--- src/rtl/character_renderer.sv ---
// character_renderer
// Tracks which lane (0..3) the character occupies, as reported by the
// character FSM's position code, and keeps its sprite on the VGA frame buffer
// up to date. A lane change produces an erase pass over the old sprite in the
// background colour followed by a draw pass at the new lane, one pixel per
// clock, in raster order (x fastest). Out of reset the sprite is drawn once at
// lane 0 with no erase, since nothing is on screen yet.

module character_renderer #(
    parameter int         SPRITE_W    = 16,
    parameter int         SPRITE_H    = 16,
    parameter int         LANE_X0     = 12,
    parameter int         LANE_PITCH  = 40,
    parameter int         SPRITE_Y    = 100,
    parameter logic [2:0] CHAR_COLOUR = 3'b010,
    parameter logic [2:0] BG_COLOUR   = 3'b000
) (
    input  logic       Clock,
    input  logic       Reset,
    input  logic [3:0] CurrState,
    output logic [7:0] x,
    output logic [6:0] y,
    output logic [2:0] colour,
    output logic       plot,
    output logic       busy
);

    // Counter widths; a 1-pixel dimension still needs a 1-bit counter.
    localparam int CXW = (SPRITE_W > 1) ? $clog2(SPRITE_W) : 1;
    localparam int CYW = (SPRITE_H > 1) ? $clog2(SPRITE_H) : 1;

    localparam logic [1:0] S_IDLE  = 2'd0;
    localparam logic [1:0] S_ERASE = 2'd1;
    localparam logic [1:0] S_DRAW  = 2'd2;

    logic [1:0]     r_state;
    logic [1:0]     r_target;
    logic [1:0]     r_drawn;
    logic [1:0]     r_drawPos;
    logic [CXW-1:0] r_cx;
    logic [CYW-1:0] r_cy;
    logic [7:0]     r_x;
    logic [6:0]     r_y;
    logic [2:0]     r_colour;
    logic           r_plot;
    logic           r_busy;

    logic           w_cxLast;
    logic           w_cyLast;
    logic           w_passLast;
    logic           w_laneCode;
    logic [1:0]     w_lane;
    logic [8:0]     w_xSum;
    logic [8:0]     w_ySum;

    assign w_cxLast   = (r_cx == CXW'(SPRITE_W - 1));
    assign w_cyLast   = (r_cy == CYW'(SPRITE_H - 1));
    assign w_passLast = w_cxLast && w_cyLast;
    assign w_laneCode = (CurrState <= 4'd3);

    // Erase works on the sprite currently on screen; draw works on the
    // lane snapshotted when the erase finished (or lane 0 out of reset).
    assign w_lane = (r_state == S_ERASE) ? r_drawn : r_drawPos;

    // Pixel address in 9 bits; legal parameters keep the result in range
    // so truncation to the VGA port widths never wraps.
    assign w_xSum = 9'(LANE_X0) + 9'(w_lane) * 9'(LANE_PITCH) + 9'(r_cx);
    assign w_ySum = 9'(SPRITE_Y) + 9'(r_cy);

    // Lane request: only stable lane codes update it, so the in-between
    // transition codes never trigger a redraw.
    always_ff @(posedge Clock or negedge Reset) begin
        if (!Reset) begin
            r_target <= 2'd0;
        end else if (w_laneCode) begin
            r_target <= CurrState[1:0];
        end
    end

    // Raster counters: cleared while idle, stepped every cycle of a pass.
    always_ff @(posedge Clock or negedge Reset) begin
        if (!Reset) begin
            r_cx <= '0;
            r_cy <= '0;
        end else if (r_state == S_IDLE) begin
            r_cx <= '0;
            r_cy <= '0;
        end else if (w_cxLast) begin
            r_cx <= '0;
            r_cy <= w_cyLast ? '0 : r_cy + 1'b1;
        end else begin
            r_cx <= r_cx + 1'b1;
        end
    end

    // Pass sequencing plus the on-screen / pending lane bookkeeping.
    always_ff @(posedge Clock or negedge Reset) begin
        if (!Reset) begin
            r_state   <= S_DRAW;
            r_drawn   <= 2'd0;
            r_drawPos <= 2'd0;
        end else begin
            case (r_state)
                S_IDLE: begin
                    if (r_target != r_drawn) begin
                        r_state <= S_ERASE;
                    end
                end
                S_ERASE: begin
                    if (w_passLast) begin
                        r_drawPos <= r_target;
                        r_state   <= S_DRAW;
                    end
                end
                S_DRAW: begin
                    if (w_passLast) begin
                        r_drawn <= r_drawPos;
                        r_state <= S_IDLE;
                    end
                end
                default: begin
                    r_state <= S_IDLE;
                end
            endcase
        end
    end

    // Registered VGA write port and busy flag.
    always_ff @(posedge Clock or negedge Reset) begin
        if (!Reset) begin
            r_x      <= 8'd0;
            r_y      <= 7'd0;
            r_colour <= 3'd0;
            r_plot   <= 1'b0;
            r_busy   <= 1'b1;
        end else begin
            case (r_state)
                S_IDLE: begin
                    r_plot <= 1'b0;
                    r_busy <= (r_target != r_drawn);
                end
                S_ERASE: begin
                    r_x      <= w_xSum[7:0];
                    r_y      <= w_ySum[6:0];
                    r_colour <= BG_COLOUR;
                    r_plot   <= 1'b1;
                    r_busy   <= 1'b1;
                end
                S_DRAW: begin
                    r_x      <= w_xSum[7:0];
                    r_y      <= w_ySum[6:0];
                    r_colour <= CHAR_COLOUR;
                    r_plot   <= 1'b1;
                    r_busy   <= 1'b1;
                end
                default: begin
                    r_plot <= 1'b0;
                    r_busy <= 1'b0;
                end
            endcase
        end
    end

    assign x      = r_x;
    assign y      = r_y;
    assign colour = r_colour;
    assign plot   = r_plot;
    assign busy   = r_busy;

endmodule

--- config.mk ---
export PLATFORM = sky130hd
export DESIGN_NAME = character_renderer
export DESIGN_NICKNAME = d
export VERILOG_FILES = /design/src/rtl/character_renderer.sv
export SDC_FILE = /design/constraint.sdc
export NUM_CORES = 1
export LEC_CHECK = 0
export BUFFER_PORTS_ARGS = -buffer_cell sky130_fd_sc_hd__buf_4
export CAP_MARGIN = 20
export CORE_UTILIZATION = 50
export DETAILED_ROUTE_END_ITERATION = 6
export GPL_TIMING_DRIVEN = 1
export HOLD_SLACK_MARGIN = 0.03
export PLACE_DENSITY = 0.69
export SETUP_SLACK_MARGIN = 0.2
export SLEW_MARGIN = 20
export SYNTH_ARGS = -nofsm -noshare
export SYNTH_HDL_FRONTEND = slang
export SYNTH_SLANG_ARGS = --single-unit
--- constraint.sdc ---
create_clock -name Clock -period 5.38 [get_ports Clock]
set_input_delay 0.269 -clock Clock [delete_from_list [all_inputs] [get_ports Clock]]
set_output_delay 0.269 -clock Clock [all_outputs]
set_load 0.03 [all_outputs]
## Word-level counts from Yosys, hierarchy flattened

Cells that the tools add are included.

| cells by class | value |
|---|---|
| add/sub/neg operators | 5 |
| $mul | 1 |
| div/mod/pow operators | 0 |
| $lt $le $gt $ge | 1 |
| equality and inequality tests | 8 |
| shift operators | 0 |
| mux-type cells | 13 |
| bitwise operators | 0 |
| reduce and logical (&&, ||, !) cells | 8 |

Operators by type and width:

| cell | count |
|---|---|
| $mux 4 | 5 |
| $add 4x1->4 const B | 2 |
| $add 4x8->8 const A | 1 |
| $add 8x4->8 | 1 |
| $eq 4x4->1 const B | 2 |
| $mux 2 | 4 |
| $add 7x4->7 const A | 1 |
| $pmux 2 s3 | 1 |
| $pmux 3 s2 | 1 |
| $mul 2x3->5 const B | 1 |
| $le 4x2->1 const B | 1 |
| $ne 2x2->1 const B | 2 |
| $reduce_and 2->1 | 2 |
| $reduce_bool 2->1 | 2 |
| $reduce_and 3->1 | 1 |
| $eq 2x1->1 const B | 1 |
| $eq 2x2->1 const B | 1 |
| $logic_not 2->1 | 1 |
| $ne 2x1->1 const B | 1 |
| $ne 2x2->1 | 1 |
| $pmux 1 s2 | 1 |
| $reduce_or 2->1 | 1 |
| $logic_and 1x1->1 | 1 |
| $mux 1 | 1 |

| storage, ports and cells | value |
|---|---|
| flip-flop bits (word level) | 36 |
| latch bits | 0 |
| RAM bits | 0 |
| memory bits (read-only) | 0 |
| bits of input ports | 6 |
| output and inout bits | 20 |
| memories kept | 0 |

## Longest topological paths before layout

Gate-level depths: netlist of the first run.

| depth | value |
|---|---|
| depth in word-level cells | 5 |
| depth in mapped cells | 9 |
| gate-level depth less buffers | 9 |

## Worst setup path before layout of the first run

Ideal clock, no wire load.

| timing | value |
|---|---|
| path kind | flip-flop to flip-flop |
| from | register r_state[1] |
| to | register r_x[5], in the netlist x[5] |
| library setup time | 0.125 ns |
| data arrival time | 2.275 ns |
| slack | 2.981 ns |
| stages on the path, launching flop included | 9 |
| period minus slack after synthesis | 2.399 ns |
| path through | dfstp_2 -> inv_1 -> ha_1 -> mux2i_1 -> xor2_1 -> ha_1 -> fa_1 -> xnor2_1 -> mux2_2 |

| on the way | value |
|---|---|
| longest elaborated chain between the ends | 5 |
| elaborated cells on any way between the ends | 7 |
| those cells by class | add/sub: 2; mul: 1; eq/ne: 2; mux: 1; reduce/logical: 1 |

Ends and longest elaborated chain:

| item | RTL line | RTL |
|---|---|---|
| from (decl) | 36 | `logic [1:0] r_state;` |
| from (signal assigned) | 99 | `r_state <= S_DRAW;` |
| from (signal assigned) | 106 | `r_state <= S_ERASE;` |
| from (signal assigned) | 112 | `r_state <= S_DRAW;` |
| $eq 2x1->1 | 63, 137 |  |
| $mux 2 | 63 | `assign w_lane = (r_state == S_ERASE) ? r_drawn : r_drawPos;` |
| $mul 2x3->5 | 67 | `assign w_xSum = 9'(LANE_X0) + 9'(w_lane) * 9'(LANE_PITCH) + 9'(r_cx);` |
| $add 4x8->8 | 67 |  |
| $add 8x4->8 | 67 |  |
| to (signal assigned) | 143 | `r_x <= w_xSum[7:0];` |
| to (signal assigned) | 150 | `r_x <= w_xSum[7:0];` |
| to (decl) | 42 | `logic [7:0] r_x;` |

Parallel ways exist; a longest one is shown, timed or not.
A chain may end at the register's enable or synchronous reset.

## Worst setup path in the final report of the first run

Ends and elaborated chain as after synthesis.

==> results of run 1 <==
[final cells by class]
cell class / count / area (µm²) / area share, %
sequential: 33 / 828 / 44.8
multi-input combinational: 81 / 683 / 36.9
timing repair buffer: 24 / 183 / 9.87
clock buffer: 7 / 55.1 / 2.97
tap: 42 / 52.6 / 2.84
clock inverter: 1 / 30.0 / 1.62
inverter: 5 / 18.8 / 1.01
[sequential cells by signal, summed over array words and instances (netlist names)]
signal and cells:
r_target 2, r_drawPos 2, plot 1, busy 1, r_cy 4, colour 1
r_drawn 2, x 8, y 6, r_cx 4, r_state 2
[cell families after synthesis]
family	after synthesis	synth area share [%]
AO/OA/AOI/OAI	12	4.06
XOR/XNOR	7	3.90
adder cells (fa/ha/maj)	11	9.23
buffers and inverters	12	4.14
flip-flops	33	52.7
multiplexers	24	17.1
other	1	0.238
AND/OR/NAND/NOR	25	8.67
[per-layer routing]
metal,routed length (µm),GRT usage (%)
met4,43,7.14
met3,111,7.37
met1,1210,23.2
met2,1150,28.6
met5,0,0
[stage by stage]
stage          instances  util, %
2_1_floorplan        126        -
3_3_place_gp         184     61.0
3_5_place_dp         184     61.0
4_1_cts              193     64.3
5_1_grt              193     64.3
6_report             193     64.3
[power by group through the flow]
stage                     clock network, µW  registers [µW]  logic, µW
final                                   194             317        242
after global placement                    0             320        243
after global routing                    210             322        266
after CTS                               197             317        247
after floorplan                           0             365        130
after detailed placement                  0             322        245
[worst max path at each step]
stage / from / to / slack, ns
after floorplan: r_state[1] / x[5] / 2.98
after global placement: r_state[1] / x[5] / 2.90
after detailed placement: r_state[1] / x[5] / 2.75
after CTS: r_state[1] / x[5] / 2.75
after global routing: r_state[1] / x[5] / 2.63
final: r_state[1] / x[5] / 2.77
[cell usage in the layout, fill, tap and decap left out, drive strengths merged, types with 3 or more instances in the layout]
master and count:
nor2 7, clkbuf 7, xor2 3, buf 23
a21oi 9, inv 5, mux2i 4, dfrtp 31
ha 10, o21ai 3, xnor2 4, nand2 5
mux2 20
[critical path, cell delays in order, from the launching register on]
cell and delay [ns]:
sky130_fd_sc_hd__dfstp_2 0.57, sky130_fd_sc_hd__inv_1 0.08, sky130_fd_sc_hd__ha_1 0.26, sky130_fd_sc_hd__mux2i_1 0.41, sky130_fd_sc_hd__xor2_1 0.13, sky130_fd_sc_hd__ha_1 0.23, sky130_fd_sc_hd__fa_1 0.41, sky130_fd_sc_hd__xnor2_1 0.15
sky130_fd_sc_hd__mux2_2 0.27
==> out/metrics.yaml, run 1 <==
run:
  max_cap_violations: 0
critical_path:
  rrSetupSlack_ns: 2.77
  worst-path-max-fanout: 5
  crit_path_arrival_time_ns: 2.84
  critical_path.endpoint_type: "register"
  critical_path.reg2reg.endpoint: "x[5]"
  worst_setup_path_start_kind: "register"
  critical_path.reg2reg.startpoint: "r_state[1]"
  worst_ep_required_time_ns: 5.61
  setup.worst_path.class: "reg2reg"
  worst_case_reg_to_reg_path_depth: 8
synthesis:
  ys_types: 33
  postSynthCellCount: 125
  synth_edf_count: 0
  ys_seq_elements: 33
  synth_top_area_share_pct: 49.3
  ys.warnings.count: 0
  postSynth.asyncResetShare_pct: 100
  synth-seq-area-share_pct: 52.7
  yosys-top-cells-count: "31 x sky130_fd_sc_hd__dfrtp_1, 15 x sky130_fd_sc_hd__mux2_2, 10 x sky130_fd_sc_hd__ha_1"
  synth_top_cell_by_area: "sky130_fd_sc_hd__dfrtp_1"
  synth_area_um2: 1570
  synth_top_flop_cell: "sky130_fd_sc_hd__dfrtp_1"
  syn-mean-instance-area_um2: 12.6
  post_synth_main_area_contributors: "sky130_fd_sc_hd__dfrtp_1 49%, sky130_fd_sc_hd__mux2_2 11%, sky130_fd_sc_hd__ha_1 8.0%, sky130_fd_sc_hd__dfstp_2 3.3%, sky130_fd_sc_hd__a21oi_1 2.9%"
  post-synth-top-count-cell: "sky130_fd_sc_hd__dfrtp_1"
grt:
  antenna_found_initial: 0
  grt.total_usage_pct: 18.4
  grt_start_max_net_pins: 34
  global_route_wire_length_before_repair_um: 4530
  vias_in_the_first_global_route: 988
  total_global_routing_overflow: 0
floorplanning:
  coreArea_um2: 2880
  rows: 19
  floorplan.initialDensity_pct: 54.7
  dieHeight_um: 58.1
  die_w_um: 58.1
  fp.dieArea_um2: 3370
  io-pin-count: 26
clock_network:
  clk-insertion-delay-late_ns: 0.34
  root_buffer: "sky130_fd_sc_hd__clkbuf_4"
  cts_hold_repair.buffers: 1
  clkTransAtPathRegs_ns: 0.10
  cts.path.max_buffers: 2
  tritoncts.num_buffers: 5
  clkSinkCount: 33
  post_cts_buffers: 0
  cts.repair.resized: 0
  clock_tree_from_tritoncts: "yes"
  cts_max_level: 2
sta:
  final.setup_skew_ns: 0.00248
  slew-limit-headroom_pct: 56.5
  timing_limited_maximum_frequency_mhz: 383
  fin_setup_tns_ns: 0
  whs_ns: 0.158
  post-route-period-util_pct: 48.5
  worst-slew-pin-transition_ns: 0.653
  number_of_setup_violations_in_the_final_report: 0
  slew_violations: 0
  grt_setup_unrepaired: "false"
  final_hold_viol_count: 0
  shortest_clock_period_the_worst_path_allows_after_layout_ns: 2.61
  postLayoutSetupSlackWorst_ns: 2.77
final_layout:
  finish.net_count: 167
  area.growth.synth_to_final_pct: 17.7
  fillCellCount: 239
  postLayoutCellArea_um2: 1850
  diodes: 0
  drive_gt1_share_pct: 35.1
power:
  seqPwrFrac_pct: 42.1
  p_leak_uw: 0.000904
  max-vdd-ir-drop_mv: 0.213
  power.clock.fraction_pct: 25.7
  power_switching_share_pct: 32.8
  total_power_uw: 753
  combinationalPowerShare_pct: 32.2
  internal-power_uw: 505
  cellPowerDensity_nw_per_um2: 407
  power.switching_uw: 247
drt:
  drt_pre_antenna_iters: 4
  route.detailed.vias_per_inst: 4.93
  detail-route-antenna-nets: 0
  detail_route.drc_violations: 0
  final_routed_wirelength_across_all_metal_layers_um: 2520
  wire_per_inst_um: 13.0
  detailedRoute.firstIterationViolations: 31
  vias: 952
min_path:
  worstHoldStart: "CurrState[1]"
  timing.hold.worst_path_depth: 2
  min-delay-path-class: "in2reg"
  min_to: "r_target[1]"
placed_design:
  dp_hpwl_um: 1820
  dp_slack_ns: 2.75
  place.port_buffers: 23
  gp_routability_congestion: 0.786
  postPlaceCellArea_um2: 1760
run_status:
  outcome: "finished clean"
(Power assumes the default switching activity.)
==> run 2: changes to the inputs <==
Clock period 5.38 ns to 2.7 ns, I/O delays scaled along.
==> out/metrics.yaml, run 2 (same netlist as run 1, synthesis figures left out) <==
floorplanning:
  die_w_um: 58.1  # unchanged
  fp.dieArea_um2: 3370  # unchanged
  io-pin-count: 26  # unchanged
  coreArea_um2: 2880  # unchanged
  floorplan.initialDensity_pct: 54.7  # unchanged
  rows: 19  # unchanged
  dieHeight_um: 58.1  # unchanged
power:
  power.switching_uw: 497  # +100%
  max-vdd-ir-drop_mv: 0.531  # +150%
  p_leak_uw: 0.000914  # +1.1%
  combinationalPowerShare_pct: 33.0  # +0.8 points
  power.clock.fraction_pct: 25.3  # -0.4 points
  internal-power_uw: 1020  # +100%
  seqPwrFrac_pct: 41.7  # -0.4 points
  cellPowerDensity_nw_per_um2: 800  # +97%
  total_power_uw: 1520  # +100%
  power_switching_share_pct: 32.8  # -0.045 points
clock_network:
  root_buffer: "sky130_fd_sc_hd__clkbuf_4"
  tritoncts.num_buffers: 5  # unchanged
  clock_tree_from_tritoncts: "yes"
  cts.path.max_buffers: 2  # unchanged
  post_cts_buffers: 0  # unchanged
  clk-insertion-delay-late_ns: 0.34  # about the same
  clkTransAtPathRegs_ns: 0.10  # about the same
  cts_max_level: 2  # unchanged
  clkSinkCount: 33  # unchanged
grt:
  vias_in_the_first_global_route: 1058  # +7.1%
  global_route_wire_length_before_repair_um: 4550  # +0.46%
  antenna_found_initial: 0  # unchanged
  grt.total_usage_pct: 18.6  # +0.17 points
  total_global_routing_overflow: 0  # unchanged
  grt_start_max_net_pins: 34  # unchanged
final_layout:
  largest_register_ff_count: 8  # unchanged
  share_of_the_core_filled_with_cells_pct: 65.8  # +1.5 points
  diodes: 0  # unchanged
  area.growth.synth_to_final_pct: 20.4
  postLayoutCellArea_um2: 1890  # +2.3%
  layout.cells.most_common: "sky130_fd_sc_hd__dfrtp_1"
  drive_gt1_share_pct: 36.4  # +1.3 points
  finish.net_count: 170  # +1.8%
  commonest_cells_after_routing_fill_and_taps_aside: "31 x sky130_fd_sc_hd__dfrtp_1, 24 x sky130_fd_sc_hd__buf_4, 15 x sky130_fd_sc_hd__mux2_2"
sta:
  whs_ns: 0.165  # +0.00722 ns
  slew-limit-headroom_pct: 55.8  # -0.70 points
  final_hold_viol_count: 0  # unchanged
  slew_violations: 0  # unchanged
  worst-slew-pin-transition_ns: 0.664  # +0.0105 ns
  fin_setup_tns_ns: 0  # unchanged
  timing_limited_maximum_frequency_mhz: 420  # +9.5%
  post-route-period-util_pct: 88.3  # +40 points
  number_of_setup_violations_in_the_final_report: 0  # unchanged
  shortest_clock_period_the_worst_path_allows_after_layout_ns: 2.38  # -0.227 ns
  final.setup_skew_ns: 0.0122  # +0.00969 ns
  grt_setup_unrepaired: "false"
drt:
  detail-route-antenna-nets: 0  # unchanged
  final_routed_wirelength_across_all_metal_layers_um: 2520  # +0.12%
  wire_per_inst_um: 12.9  # -1.4%
  drt_pre_antenna_iters: 4  # unchanged
  vias: 978  # +2.7%
  detailedRoute.firstIterationViolations: 15  # -52%
  detail_route.drc_violations: 0  # unchanged
  route.detailed.vias_per_inst: 4.99  # +1.2%
run_status:
  outcome: "finished clean"
run:
  max_cap_violations: 0  # unchanged
placed_design:
  gp_routability_congestion: 0.800  # +1.7%
  place.port_buffers: 23  # unchanged
  postPlaceCellArea_um2: 1760  # +0.43%
  dp_hpwl_um: 1800  # -1.1%
critical_path:
  worst-path-max-fanout: 5  # unchanged
  critical_path.endpoint_type: "register"
  worst_ep_required_time_ns: 2.92  # -2.69 ns
  cp_slowest_stage_delay_ns: 0.58  # about the same
  crit_path_arrival_time_ns: 2.60  # -0.24 ns
  critical_path.cell_chain: "inv_1 > ha_2 > mux2i_4 > xor2_1 > ha_1 > fa_1 > xnor2_1 > mux2_2"
  setup.worst_path.class: "reg2reg"
  worst_setup_path_start_kind: "register"
  slowest_stage: "sky130_fd_sc_hd__dfstp_2"
min_path:
  min-delay-path-class: "in2reg"
run 2: cell type report:
| cell class | instances | area (µm²) |
|---|---|---|
| Fill cell | 227 | 983 |
| Sequential cell | 33 | 828 |
| Multi-Input combinational cell | 81 | 698 |
| Timing Repair Buffer | 27 | 210 |
| Clock buffer | 7 | 55.1 |
| Tap cell | 42 | 52.6 |
| Clock inverter | 1 | 30.0 |
| Inverter | 5 | 18.8 |
run 2: critical path, delay by kind of cell, from the launching register on:
family                   cells  cell delay [ns]
XOR/XNOR                     2             0.30
adder cells (fa/ha/maj)      3             0.85
buffers and inverters        1             0.08
flip-flops                   1             0.58
multiplexers                 2             0.47
run 2: what timing repair did:
action	4_1_cts	5_1_grt
hold buffers	3	0
endpoints found under the setup margin	1	3
endpoints found under the hold margin	33	0
cloned	0	0
gates resized for setup	1	2
pin swaps	0	0
run 2: routing by layer:
layer  global-route usage [%]  part of all wire (%)  wire (µm)
met5                        0                     0          0
met3                     5.36                   3.2         80
met4                     10.9                   2.4         61
met2                     30.4                    48       1210
met1                     21.8                    46       1170
run 2: final timing paths:
check	from	endpoint	slack, ns	cells past startpoint
setup / recovery	r_state[1]	x[5]	0.32	8
hold / removal	CurrState[2]	r_target[1]	0.17	3
setup reg to reg	r_state[1]	x[5]	0.32	8
hold reg to reg	y[5]	y[5]	0.52	1
max in group asynchronous	Reset	r_state[1]	2.12	2
min in group asynchronous	Reset	y[0]	0.26	2
run 2: power groups by stage:
stage	registers [µW]	logic (µW)	clock network, µW
3_5_place_dp	642	488	0
2_1_floorplan	727	260	0
5_1_grt	645	546	417
4_1_cts	633	500	398
6_report	632	499	383
3_3_place_gp	639	483	0
run 2: metrics by stage:
stage / setup slack, ns / std cells
6_report: 0.317 / 196
5_1_grt: 0.223 / 196
4_1_cts: 0.231 / 196
3_5_place_dp: 0.231 / 185
3_3_place_gp: 0.332 / 185
2_1_floorplan: 0.301 / 126
==> run 3: changes to the inputs <==
Settings changed: RECOVER_POWER set to 50.
==> out/metrics.yaml, run 3 (same netlist as run 1, synthesis figures left out) <==
run_status:
  outcome: "complete, but fails checks"
  failed_checks: "max-capacitance violations, max-slew violations"
critical_path:
  critical_path.n_buffers_inverters: 1  # unchanged
  worst_case_reg_to_reg_path_depth: 8  # unchanged
  worst-path-max-fanout: 5  # unchanged
  cp_slowest_stage_delay_ns: 0.58  # about the same
  critical_path.cell_chain: "inv_1 > ha_2 > mux2i_4 > xor2_1 > ha_1 > fa_1 > xnor2_1 > mux2_2"
  slowest_stage: "sky130_fd_sc_hd__dfstp_2"
  critical_path.endpoint_type: "register"
  cp_top_family: "adder cells"
  rrSetupSlack_ns: 0.32  # about the same
  worst_setup_path_start_kind: "register"
  worst_ep_required_time_ns: 2.92  # about the same
  setup.worst_path.class: "reg2reg"
  critical_path.reg2reg.startpoint: "r_state[1]"
  critical_path.reg2reg.endpoint: "x[5]"
  crit_path_arrival_time_ns: 2.60  # about the same
sta:
  postLayoutSetupSlackWorst_ns: 0.318  # +0.000799 ns
  whs_ns: 0.163  # -0.00217 ns
  slew-limit-headroom_pct: -12.4  # -68 points
  grt_setup_unrepaired: "false"
  slew_violations: 34  # +34
  final.setup_skew_ns: 0.0122  # +0.0000474 ns
  worst-slew-pin-transition_ns: 1.69  # +1.02 ns
  final_hold_viol_count: 0  # unchanged
  number_of_setup_violations_in_the_final_report: 0  # unchanged
  shortest_clock_period_the_worst_path_allows_after_layout_ns: 2.38  # -0.000799 ns
  timing_limited_maximum_frequency_mhz: 420  # about the same
  fin_setup_tns_ns: 0  # unchanged
  post-route-period-util_pct: 88.2  # about the same
clock_network:
  root_buffer: "sky130_fd_sc_hd__clkbuf_4"
  clkTransAtPathRegs_ns: 0.10  # about the same
  cts_max_level: 2  # unchanged
  post_cts_buffers: 0  # unchanged
  cts.path.max_buffers: 2  # unchanged
  clk-insertion-delay-late_ns: 0.34  # about the same
  clock_tree_from_tritoncts: "yes"
  clkSinkCount: 33  # unchanged
  tritoncts.num_buffers: 5  # unchanged
power:
  cellPowerDensity_nw_per_um2: 803  # +0.37%
  seqPwrFrac_pct: 42.2  # +0.5 points
  p_leak_uw: 0.000881  # -3.6%
  internal-power_uw: 999  # -1.9%
  max-vdd-ir-drop_mv: 0.527  # -0.63%
  power.clock.fraction_pct: 25.6  # +0.3 points
  power_switching_share_pct: 33.2  # +0.44 points
  combinationalPowerShare_pct: 32.2  # -0.8 points
  power.switching_uw: 497  # +0.11%
grt:
  grt_start_max_net_pins: 34  # unchanged
  total_global_routing_overflow: 0  # unchanged
  global_route_wire_length_before_repair_um: 4550  # unchanged
  grt.total_usage_pct: 18.6  # unchanged
  antenna_found_initial: 0  # unchanged
  vias_in_the_first_global_route: 1058  # unchanged
final_layout:
  multi_input_area_um2: 698  # unchanged
  area.growth.synth_to_final_pct: 18.5
  drive_gt1_share_pct: 31.2  # -5.2 points
  layout.area.seq_um2: 828  # unchanged
  layout.cells.most_common: "sky130_fd_sc_hd__dfrtp_1"
  largest_register_ff_count: 8  # unchanged
  diodes: 0  # unchanged
  finish.net_count: 170  # unchanged
  fillCellCount: 241  # +6.2%
  final_cell_count_no_fill: 196  # unchanged
  commonest_cells_after_routing_fill_and_taps_aside: "31 x sky130_fd_sc_hd__dfrtp_1, 15 x sky130_fd_sc_hd__mux2_2, 14 x sky130_fd_sc_hd__buf_4"
floorplanning:
  floorplan.initialDensity_pct: 54.7  # unchanged
  fp.dieArea_um2: 3370  # unchanged
  io-pin-count: 26  # unchanged
  rows: 19  # unchanged
  die_w_um: 58.1  # unchanged
  coreArea_um2: 2880  # unchanged
  dieHeight_um: 58.1  # unchanged
placed_design:
  gp_routability_congestion: 0.800  # unchanged
  dp_hpwl_um: 1800  # unchanged
  dp_slack_ns: 0.231  # unchanged
  place.port_buffers: 23  # unchanged
  place.detailed.instances: 185  # unchanged
run:
  max_cap_violations: 1  # +1
min_path:
  min_to: "r_target[1]"
  min-delay-path-class: "in2reg"
  timing.hold.worst_path_depth: 3  # unchanged
  worstHoldStart: "CurrState[2]"
drt:
  final_routed_wirelength_across_all_metal_layers_um: 2510  # -0.28%
  drt_pre_antenna_iters: 4  # unchanged
  detailedRoute.firstIterationViolations: 13  # -2
  route.detailed.vias_per_inst: 4.99  # +0.10%
  detail-route-antenna-nets: 0  # unchanged
  wire_per_inst_um: 12.8  # -0.28%
  vias: 979  # +0.10%
  detail_route.drc_violations: 0  # unchanged
-- run 3: cell count changes in the layout (fill, tap and decap cells not counted), sizes merged --
cell / previous run / this run
clkbuf: 7 / 17
buf: 24 / 14
-- run 3: worst max path at each step --
stage / from / endpoint / cells past startpoint / slack (ns)
6_report: r_state[1] / x[5] / 8 / 0.32
5_1_grt: r_state[1] / x[5] / 8 / 0.22
4_1_cts: r_state[1] / x[5] / 8 / 0.23
3_5_place_dp: r_state[1] / x[5] / 8 / 0.23
3_3_place_gp: r_state[1] / x[5] / 8 / 0.33
2_1_floorplan: r_state[1] / x[5] / 8 / 0.30
-- run 3: timing repair --
action | 4_1_cts | 5_1_grt
hold buffers | 3 | 0
endpoints found under the setup margin | 1 | 3
pin swaps | 0 | 0
endpoints found under the hold margin | 33 | 0
gates resized for setup | 1 | 2
-- run 3: worst register-to-register path: stages, from the launching register on --
cell,delay (ns)
sky130_fd_sc_hd__dfstp_2,0.58
sky130_fd_sc_hd__inv_1,0.08
sky130_fd_sc_hd__ha_2,0.23
sky130_fd_sc_hd__mux2i_4,0.21
sky130_fd_sc_hd__xor2_1,0.16
sky130_fd_sc_hd__ha_1,0.21
sky130_fd_sc_hd__fa_1,0.41
sky130_fd_sc_hd__xnor2_1,0.14
sky130_fd_sc_hd__mux2_2,0.25
-- run 3: routing by layer --
metal	GRT usage [%]	up-vias	routed length (µm)	share of wire [%]
met5	0	-	0	0
met4	10.9	0	61	2.4
met3	5.36	7	78	3.1
met2	30.4	18	1210	48
met1	21.8	468	1160	46
li1	-	486	-	-
-- run 3: cell type report --
class,instances,share of cell area (%)
well taps,42,2.82
multi-input cells,81,37.5
clock inverters,1,1.61
clock buffers,7,2.95
flip-flops and latches,33,44.5
inverters,5,1.01
repair buffers,27,9.67
-- run 3: metrics by stage --
step	cell area [µm²]	utilization (%)	power, µW
2_1_floorplan	1580	-	986
3_3_place_gp	1760	61.3	1120
3_5_place_dp	1760	61.3	1130
4_1_cts	1880	65.4	1530
5_1_grt	1860	64.8	1590
6_report	1860	64.8	1500
-- run 3: power groups by stage --
stage / logic, µW / clock network (µW) / registers (µW)
global route: 527 / 417 / 645
CTS: 500 / 398 / 633
finish: 481 / 384 / 631
floorplan: 260 / 0 / 727
global placement: 483 / 0 / 639
detailed placement: 488 / 0 / 642
